--- config.mk ---
export PLATFORM = sky130hd
export DESIGN_NAME = tape_in
export DESIGN_NICKNAME = d
export VERILOG_FILES = /design/src/rtl/tape_in.sv
export SDC_FILE = /design/constraint.sdc
export NUM_CORES = 1
export LEC_CHECK = 0
export ABC_AREA = 1
export CORE_UTILIZATION = 50
export CTS_CLUSTER_SIZE = 30
export DETAILED_ROUTE_END_ITERATION = 16
export GPL_TIMING_DRIVEN = 0
export PLACE_DENSITY = 0.68
export SYNTH_ARGS = -nofsm -noshare
export SYNTH_HDL_FRONTEND = slang
export SYNTH_SLANG_ARGS = --single-unit
export TNS_END_PERCENT = 100
--- constraint.sdc ---
create_clock -name clk -period 2.3 [get_ports clk]
set_input_delay 0.23 -clock clk [delete_from_list [all_inputs] [get_ports clk]]
set_output_delay 0.23 -clock clk [all_outputs]
set_load 0.03 [all_outputs]
--- src/rtl/tape_in.sv ---
// Tape-input receiver: synchronise and deglitch the EAR pin, time every completed pulse into a FIFO.
// Latency: pin change -> tape_bit after FILT_LEN+2 clocks; a pulse entry is visible one clock after its tape_bit toggle.
// Backpressure: none toward the pin; a pulse completing into a full FIFO (without a same-cycle pop) is dropped and sets ovf.
// Ports: clk/rst (async, active-high); tapein raw pin; pop consumes the FIFO head; clr flushes FIFO and ovf;
//        tape_bit filtered level; pulse_valid FIFO not empty; pulse_data head {level, width in ticks}; ovf sticky drop flag.
module tape_in #(
   parameter int PRESC    = 28,
   parameter int FILT_LEN = 4,
   parameter int CNT_W    = 16,
   parameter int DEPTH    = 4
) (
   input  logic           clk,
   input  logic           rst,
   input  logic           tapein,
   input  logic           pop,
   input  logic           clr,
   output logic           tape_bit,
   output logic           pulse_valid,
   output logic [CNT_W:0] pulse_data,
   output logic           ovf
);

   localparam int FW = $clog2(FILT_LEN);
   localparam int PW = $clog2(PRESC);
   localparam int AW = $clog2(DEPTH);
   localparam logic [FW-1:0] FILT_LAST = FW'(FILT_LEN - 1);
   localparam logic [PW-1:0] PRESC_LAST = PW'(PRESC - 1);
   localparam logic [AW:0]   DEPTH_CNT  = (AW + 1)'(DEPTH);

   // ------------------------------------------------------------------
   // Synchroniser and deglitch filter
   // ------------------------------------------------------------------
   logic          s1;
   logic          s2;
   logic [FW-1:0] fcnt;
   logic          edge_evt;

   // The accepted level flips on the FILT_LEN-th consecutive differing sample.
   assign edge_evt = (s2 != tape_bit) && (fcnt == FILT_LAST);

   always_ff @(posedge clk or posedge rst) begin
      if (rst) begin
         s1       <= 1'b0;
         s2       <= 1'b0;
         fcnt     <= '0;
         tape_bit <= 1'b0;
      end else begin
         s1 <= tapein;
         s2 <= s1;
         if (s2 == tape_bit) begin
            fcnt <= '0;
         end else if (edge_evt) begin
            fcnt     <= '0;
            tape_bit <= ~tape_bit;
         end else begin
            fcnt <= fcnt + FW'(1);
         end
      end
   end

   // ------------------------------------------------------------------
   // Prescaler and pulse-width counter
   // ------------------------------------------------------------------
   logic [PW-1:0]    pcnt;
   logic             tick;
   logic [CNT_W-1:0] width;
   logic [CNT_W-1:0] width_nxt;

   assign tick = (pcnt == PRESC_LAST);

   // The pushed width includes a tick landing in the same cycle as the edge,
   // so a pulse of exactly N*PRESC clocks reports N.
   assign width_nxt = (tick && (width != '1)) ? width + CNT_W'(1) : width;

   always_ff @(posedge clk or posedge rst) begin
      if (rst) begin
         pcnt  <= '0;
         width <= '0;
      end else if (clr || edge_evt) begin
         // Restart timing so the next pulse is measured from this edge.
         pcnt  <= '0;
         width <= '0;
      end else begin
         pcnt  <= tick ? '0 : pcnt + PW'(1);
         width <= width_nxt;
      end
   end

   // ------------------------------------------------------------------
   // Show-ahead pulse FIFO
   // ------------------------------------------------------------------
   logic [CNT_W:0] mem [DEPTH];
   logic [AW-1:0]  rptr;
   logic [AW-1:0]  wptr;
   logic [AW:0]    count;
   logic           empty;
   logic           full;
   logic           do_pop;
   logic           do_push;

   assign empty   = (count == '0);
   assign full    = (count == DEPTH_CNT);
   assign do_pop  = pop && !clr && !empty;
   // A pop in the same cycle frees the slot, so a full FIFO can still accept.
   assign do_push = edge_evt && !clr && (!full || do_pop);

   always_ff @(posedge clk or posedge rst) begin
      if (rst) begin
         rptr  <= '0;
         wptr  <= '0;
         count <= '0;
         ovf   <= 1'b0;
      end else if (clr) begin
         rptr  <= '0;
         wptr  <= '0;
         count <= '0;
         ovf   <= 1'b0;
      end else begin
         if (do_push) begin
            wptr <= wptr + AW'(1);
         end
         if (do_pop) begin
            rptr <= rptr + AW'(1);
         end
         if (do_push && !do_pop) begin
            count <= count + (AW + 1)'(1);
         end else if (!do_push && do_pop) begin
            count <= count - (AW + 1)'(1);
         end
         if (edge_evt && !do_push) begin
            ovf <= 1'b1;
         end
      end
   end

   // Storage needs no reset: the read side is masked while empty.
   always_ff @(posedge clk) begin
      if (do_push) begin
         mem[wptr] <= {tape_bit, width_nxt};
      end
   end

   assign pulse_valid = !empty;
   assign pulse_data  = empty ? '0 : mem[rptr];

endmodule

* Word level (Yosys, flattened, before mapping)
Memories as Yosys holds them, arrays and structs flattened.
Index checks and enable logic that the tools add are counted.
** Storage, ports and cells
- Bits in writable memories :: 68
- Bits in registers :: 34
- Memories kept :: 1
** Cells by class
- Bitwise logic cells :: 2
- Reduce and logical (&&, ||, !) cells :: 22
- Equality and inequality tests :: 6
- Multiplexer cells :: 18
- $add $sub $neg :: 7
** Memory list
- mem :: depth 4, bits a word 17, read ports 1, clocked after memory_dff 0, write ports 1, line 92 : logic [CNT_W:0] mem [DEPTH];
** Operators with widths (count)
- 2-to-1 mux 16 bit :: 2
- 2-to-1 mux 17 bit :: 1
- adder 16 x 1 -> 16 bit (second input constant) :: 1
- inequality test 16 bit (second input constant) :: 1
- 2-to-1 mux 2 bit :: 6
- 2-to-1 mux 5 bit :: 2
- logical AND 1 bit :: 9
- 2-to-1 mux 3 bit :: 3
- adder 2 x 1 -> 2 bit (second input constant) :: 3
- nonzero test 2 bit :: 3
- adder 5 x 1 -> 5 bit (second input constant) :: 1
- equality test 5 bit (second input constant) :: 1
- zero test 1 bit :: 5
- 2-to-1 mux 1 bit :: 4
- adder 3 x 1 -> 3 bit (second input constant) :: 1
- equality test 3 bit (second input constant) :: 1
- zero test 3 bit :: 1
- nonzero test 3 bit :: 1
- subtractor 3 x 1 -> 3 bit (second input constant) :: 1
- equality test 2 bit (second input constant) :: 1
- logical OR 1 bit :: 2
- NOT 1 bit :: 2
- AND reduction 2 bit :: 1
- equality test 1 bit :: 1
- inequality test 1 bit :: 1

* Logic depth before layout (Yosys ltp)
Gate-level depths: netlist of run 1.
- Depth in word-level cells :: 10
- Depth in mapped cells :: 13

* Least setup slack after synthesis of run 1
Ideal clock, no wire load.
- Kind :: register -> register
- From :: register tape_bit
- To :: memory mem[0][0] in the netlist's numbering (enable)
- Path buffers :: 0
- Clock period less this slack :: 2.307 ns
- Required time :: 1.909 ns
- Slack :: -0.007 ns
- Arrival time :: 1.917 ns
- Library setup time :: 0.391 ns
- Cell stages (with the launch flop) :: 7
- Cell sequence :: dfrtp_1 inv_1 nand2_1 nand4_1 nor2_1 inv_1 nor2_1
** On the way
- Cells in the longest elaborated chain, start to end :: 6
** Ends and longest elaborated chain
- start, declared :: line 17 : output logic tape_bit,
- start signal, assigned :: line 54 : tape_bit <= ~tape_bit;
- inequality test 1 bit :: line 39 : assign edge_evt = (s2 != tape_bit) && (fcnt == FILT_LAST);
- logical AND 1 bit :: line 39
- logical AND 1 bit (2 in series) :: line 105 : assign do_push = edge_evt && !clr && (!full || do_pop);
- 2-to-1 mux 1 bit :: line 138 : if (do_push) begin
- 2-to-1 mux 1 bit (not written as such) :: line 139 : mem[wptr] <= {tape_bit, width_nxt};
- end, declared :: line 92
Every way passes these cells.

* Worst setup path in the final report of run 1
- From :: register count[1]
- To :: register count[2]
** On the way
- Cells in the longest elaborated chain, start to end :: 8
- Elaborated cells on any way between the ends :: 17
** Ends and longest elaborated chain
- start, declared :: line 95 : logic [AW:0] count;
- start signal, assigned :: line 126 : count <= count + (AW + 1)'(1);
- start signal, assigned :: line 128 : count <= count - (AW + 1)'(1);
- parallel branches: the longest is 8 deep, another holds subtractor 3 x 1 -> 3 bit
Parallel ways; which one is timed is not known. The select of a mux whose other input is x is not followed.
A chain may end at the register's enable or synchronous reset.

==> results of run 1 <==
## critical path, delay by kind of cell (launching register included)
family	cells	cell delay, ns
simple gates	7	0.76
fa+ha+maj	1	0.39
buf+inv	4	0.39
xor+xnor	1	0.21
flops	1	0.37
## layer usage
layer  GRT usage [%]  vias to the layer above
met3           3.969                        6
met4           5.430                        0
met1           27.89                     1624
met5               0                        -
met2           36.82                       76
li1                -                     1699
## cell usage after synthesis
master | count | area share [%]
nand2_2 | 20 | 2.6
nand4_1 | 6 | 0.78
o31ai_1 | 1 | 0.16
nor3_1 | 4 | 0.42
buf_8 | 1 | 0.31
o21a_4 | 1 | 0.31
buf_6 | 1 | 0.24
dfrtp_1 | 34 | 18
nand3b_1 | 2 | 0.31
nand3_1 | 14 | 1.5
xor2_1 | 7 | 1.3
o21ai_0 | 42 | 4.4
ha_1 | 7 | 1.8
nor2_1 | 101 | 7.9
inv_2 | 3 | 0.24
buf_2 | 2 | 0.21
fa_1 | 1 | 0.42
o21ai_2 | 1 | 0.18
clkinv_1 | 3 | 0.24
clkbuf_1 | 11 | 0.86
inv_1 | 50 | 3.9
o21a_1 | 1 | 0.16
nor2_4 | 2 | 0.47
nand2_1 | 80 | 6.3
nor2_2 | 9 | 1.2
a21oi_2 | 1 | 0.18
a21oi_1 | 20 | 2.1
nand2_4 | 2 | 0.47
nor3_4 | 1 | 0.34
edfxtp_1 | 68 | 43
xnor2_1 | 2 | 0.37
## sequential cells by signal (all words and copies together) (netlist names)
| signal | count |
|---|---|
| count | 3 |
| fcnt | 2 |
| mem | 68 |
| ovf | 1 |
| pcnt | 5 |
| rptr | 2 |
| s1 | 1 |
| s2 | 1 |
| tape_bit | 1 |
| width | 16 |
| wptr | 2 |
## worst max-delay path by stage
stage,to,slack [ns],cells past startpoint
CTS,mem[1][0],-0.17,6
floorplan,mem[0][0],-0.007,6
detailed placement,mem[1][1],-0.45,6
global placement,mem[3][2],-0.90,6
finish,count[2],0.08,13
global route,count[2],-0.02,13
## logic make-up after synthesis
group,count (synthesis)
AOI/OAI and AO/OA,67
xor gates and xnor gates,9
adders and majority gates,8
buffers and inverters,71
DFF,102
and+or+nand+nor,241
## report_power, final
part           leakage (uW)  switching, uW  internal, uW
sequential          0.00115           60.7          2030
clock             0.0000905            633           415
combinational       0.00106           1030           477
total               0.00230           1720          2920
## cell type report
cell class,count,area (um2),area share (%)
sequential,102,2893,52.65
clock inverter,6,56.30,1.025
timing repair buffer,30,292.8,5.329
buffer,15,102.6,1.867
clock buffer,10,127.6,2.323
multi-input combinational,325,1642,29.88
tap,129,161.4,2.938
inverter,56,219.0,3.985
## timing repair
| action | in CTS | in global routing |
|---|---|---|
| resized for setup | 41 | 41 |
| pin swaps | 0 | 3 |
| buffers inserted | 0 | 4 |
| setup endpoints to repair | 51 | 90 |
## metrics by stage
stage	worst slack (ns)	hold WS, ns	TNS, ns	cell area (um2)	power (uW)
6_report	0.08377	0.3023	0	5494	4646
5_1_grt	-0.01685	0.3047	-0.01789	5494	4898
4_1_cts	-0.1705	0.2864	-5.338	5426	4638
3_5_place_dp	-0.4478	0.3530	-23.59	5231	3661
3_3_place_gp	-0.9034	0.3360	-59.93	5191	3621
2_1_floorplan	-0.007261	0.2614	-0.4938	4790	3087
## layout by cell type, fill, tap and decap left out, types with 4 or more instances in the layout
cell type	synthesis	routed
inv_1	50	49
o21ai_0	42	42
nor2_1	101	97
nand2_1	80	80
buf_2	2	5
a21oi_1	20	20
nand3_1	14	14
clkbuf_2	0	12
nor2_4	2	6
ha_1	7	6
clkdlybuf4s15_2	0	4
clkdlybuf4s50_1	0	7
nand2_2	20	20
nand4_1	6	6
clkbuf_8	0	9
nor2_2	9	9
clkinv_4	0	4
xor2_1	7	7
clkbuf_4	0	5
edfxtp_1	68	68
dfrtp_1	34	34
nor3_1	4	4
inv_2	3	4
==> impl_metrics.tcl, run 1 <==
set metrics [dict create \
    cap_viol_max_count 0 \
    clockBufferDepth 2 \
    synth_top_family_by_area "simple AND/OR/NAND/NOR gates" \
    ys_seq_area_share_pct 60.40 \
    synthAdderAreaFrac_pct 2.247 \
    die_h_um 99.88 \
    finish.utilization_pct 59.46 \
    wl_met2_mm 5.029 \
    vias 3405 \
    drt-initial-drc-count 134 \
    grt_antenna_before_repair 0 \
    setup.worst_path.end_class "flop" \
    relSlewSlack_pct 50.45 \
    worstPathMaxFanout 4 \
    critPathLaunch "count[1]" \
    r2r-start "count[1]" \
    wl_met1_mm 4.461 \
    critPathRequiredTime_ns 2.56 \
    placed_cells 653 \
    wl_met3_um 351 \
    setup_viol 0 \
    grt_first_pass_wirelength_mm 16.08 \
    synth_area_um2 4790 \
    finClkSkew_ns 0.01122 \
    r2r_slack_ns 0.08 \
    coreArea_um2 9240 \
    leakagePower_uw 0.002295 \
    numCtsBuffers 9 \
    holdBufCountCts 0 \
    hold_depth 1 \
    clk_latency_ns 0.36 \
    finalMaxSlewViolations 0 \
    r2r-end "count[2]" \
    fp.dieArea_um2 9975 \
    start_util_pct 51.83 \
    h-tree-depth 3 \
    core.rowCount 35 \
    max_clock_freq_mhz 451.2 \
    final_hold_viol_count 0 \
    track_usage_pct 21.33 \
    final_cells 673 \
    port_buffers 24 \
    r2r_cells 13 \
    io_pins 25 \
    tightest_slew_ns 0.7421 \
    layout_min_cycle_time_ns 2.216 \
    topRoutingLayerUsed "met4" \
    finalCritPeriodShare_pct 96.36 \
    ys_seq_elements 102 \
    power_density_nw_per_um2 845.6 \
    peakVddDrop_mv 0.6074 \
    n_antenna_cell 0 \
    grt_max_degree 35 \
    holdCritPathClass "in -> reg" \
    cts_root_buffer "clkbuf_8" \
    nets 552 \
    route.detailed.drc 0 \
    path_cells "inv_1 -> nand3b_1 -> buf_4 -> nand2_1 -> nand3_1 -> inv_1 -> fa_1 -> xnor2_1 -> inv_1 -> nand2_1 -> nand2_1 -> nand2_1 -> nand2_1" \
    first_pass_iters 4 \
    syn_area_per_cell_um2 9.618 \
    synth-simple-area-share_pct 22.23 \
    overflow 0 \
    routed_wl_mm 9.911 \
    slowest_delay_ns 0.39 \
    fillerInstances 765 \
    status "finished clean" \
    layout-drive-gt1-share_pct 18.01 \
    cts.clk_slew.worst_paths_ns 0.10 \
    cts_tree "built" \
    cp_slowest_cell "fa_1" \
    crit_type "reg -> reg" \
    clock_sinks 102 \
    cp.arrival_ns 2.47 \
    grt_pass1_vias 3273 \
    muxShareOfSynthArea_pct 0 \
    routed_via_density 5.059 \
    globalplace.congestion 0.8948 \
    die_w_um 99.88 \
    hold_start "tapein" \
    holdPathEnd "s1" \
    syn_nets 511 \
    synth_warnings 0 \
    dpl.hpwl_mm 6.870 \
    synth-compound-area-share_pct 7.471 \
    ant_nets 0 \
    synth.distinct_cells 31 \
    rsz0062_at_grt "true" \
    cp_common_cell "nand2_1" \
    critPathLaunchType "flop" \
    syn_to_final_growth_pct 14.71 \
    syn-instance-count 498 \
    synth-xor-area-share_pct 1.646 \
    wl_per_cell_um 14.73 \
]
(Power assumes the default switching activity.)
==> run 2: changes to the inputs <==
==> constraint.sdc (replaced) <==
create_clock -name clk -period 2.3 [get_ports clk]
set_input_delay 0.46 -clock clk [delete_from_list [all_inputs] [get_ports clk]]
set_output_delay 0.46 -clock clk [all_outputs]
set_load 0.03 [all_outputs]
==> run 2 against run 1 <==
Power rose by 0.48%. Highest routed layer unchanged. Via count shrank 0.44%. Clock power hardly changed. Utilization is the same. Routed wire length is 1.1% lower. Final area unchanged. Combinational power barely moved.
==> impl_metrics.tcl, run 2 (same netlist as run 1, synthesis figures left out) <==
set metrics [dict create \
    dp_slack_ns -0.6778 \
    grt_pass1_vias 3289 \
    placed_cells 653 \
    cts_root_buffer "clkbuf_8" \
    final_hold_viol_count 0 \
    start_util_pct 51.83 \
    worstPathMaxFanout 10 \
    power_density_nw_per_um2 849.7 \
    routed_via_density 5.045 \
    coreArea_um2 9240 \
    timing.hold.ws_ns 0.3874 \
    syn_to_final_growth_pct 14.71 \
    holdBufCountCts 0 \
    setup_viol 0 \
    max_clock_freq_mhz 452.4 \
    overflow 0 \
    crit_type "reg -> out" \
    ant_nets 0 \
    clk_latency_ns 0.36 \
    path_cells "inv_1 -> nand3b_1 -> clkinv_4 -> buf_4 -> a21oi_1 -> buf_2" \
    cts.clk_slew.worst_paths_ns 0.10 \
    grt_first_pass_wirelength_mm 16.37 \
    slowest_delay_ns 0.37 \
    multi_input_area_um2 1653 \
    finClkSkew_ns 0.01102 \
    drt-initial-drc-count 124 \
    grt_antenna_before_repair 0 \
    cap_viol_max_count 0 \
    worst_slack_ns 0.08957 \
    final_cells 672 \
    path_buf_inv 4 \
    regMostFlops "mem" \
    first_pass_iters 4 \
    die_h_um 99.88 \
    placed_area_um2 5231 \
    cp_top_family "buffers and inverters" \
    io_pins 25 \
    globalplace.congestion 0.8948 \
    regArea_um2 2893 \
    clockBufferDepth 2 \
    layout-drive-gt1-share_pct 19.34 \
    routed_wl_mm 9.803 \
    die_w_um 99.88 \
    wl_per_cell_um 14.59 \
    setup.worst_path.end_class "output port" \
    clock_sinks 102 \
    final_cell_mix "94 x nor2_1, 80 x nand2_1, 68 x edfxtp_1" \
    peakVddDrop_mv 0.6008 \
    final_area_um2 5494 \
    cp.arrival_ns 1.75 \
    track_usage_pct 21.73 \
    grt_max_degree 35 \
    critPathRequiredTime_ns 1.84 \
    cp_slowest_cell "dfrtp_1" \
    finalMaxSlewViolations 0 \
    dpl.hpwl_mm 6.870 \
    numCtsBuffers 9 \
    leakagePower_uw 0.002308 \
    n_antenna_cell 0 \
    route.detailed.drc 0 \
    core.rowCount 35 \
    fillerInstances 774 \
    status "finished clean" \
    port_buffers 24 \
    holdCritPathClass "reg -> reg" \
    h-tree-depth 3 \
    finish.utilization_pct 59.46 \
    relSlewSlack_pct 51.03 \
    layout_commonest_cell "nor2_1" \
    reg.largest.list "mem (68), width (16), pcnt (5)" \
    nets 551 \
    layout_min_cycle_time_ns 2.210 \
    largest_reg_flops 68 \
    critPathLaunchType "flop" \
    rsz0062_at_grt "false" \
    cts_tree "built" \
    fp.dieArea_um2 9975 \
    tightest_slew_ns 0.7335 \
    finalCritPeriodShare_pct 96.11 \
    vias 3390 \
]
-- run 2: changes by cell type in the layout (fill, tap and decap cells not counted), sizes merged --
cell           before  now
buf                13   30
dlygate4sd2         0    1
clkbuf             28   16
clkdlybuf4s18       0    1
clkdlybuf4s50       7    6
clkdlybuf4s15       7    0
-- run 2: per-layer routing --
metal  up-vias  track usage (%)  wire [um]  part of all wire, %
met2        66            37.03       4968                   51
li1       1698                -          -                    -
met1      1615            28.64       4329                   44
met5         -                0          0                    0
met3        11            4.178        404                  4.1
met4         0            5.769        100                  1.0
-- run 2: power by group --
part | switching [uW] | internal [uW] | total, uW
Sequential | 64.1 | 2030 | 2090
Combinational | 1030 | 501 | 1530
Clock | 626 | 415 | 1040
Total | 1720 | 2950 | 4670
-- run 2: area by class of cell --
class / count / share of cell area [%]
sequential: 102 / 52.65
multi-input combinational: 325 / 30.08
timing repair buffer: 29 / 4.486
inverter: 56 / 4.054
tap: 129 / 2.938
buffer: 15 / 2.437
clock buffer: 10 / 2.323
clock inverter: 6 / 1.025
-- run 2: what timing repair did --
action | CTS | global route
cloned | 0 | 0
gates resized for setup | 109 | 31
setup buffers | 3 | 0
setup endpoints to repair | 71 | 57
pin swaps | 1 | 1
-- run 2: per-stage QoR --
step,setup TNS [ns],power [uW]
6_report,0,4668
5_1_grt,0,4934
4_1_cts,-0.005484,4692
3_5_place_dp,-43.37,3661
3_3_place_gp,-79.66,3621
2_1_floorplan,-0.4938,3087
-- run 2: worst paths after layout --
| path | start | endpoint | slack (ns) | depth (start not counted) |
|---|---|---|---|---|
| setup / recovery | count[1] | pulse_data[14] | 0.09 | 6 |
| hold / removal | s1 | s2 | 0.39 | 0 |
| setup reg to reg | count[1] | count[2] | 0.13 | 13 |
| hold reg to reg | s1 | s2 | 0.39 | 0 |
| max in group asynchronous | rst | width[13] | 1.28 | 2 |
| min in group asynchronous | rst | ovf | 0.54 | 2 |
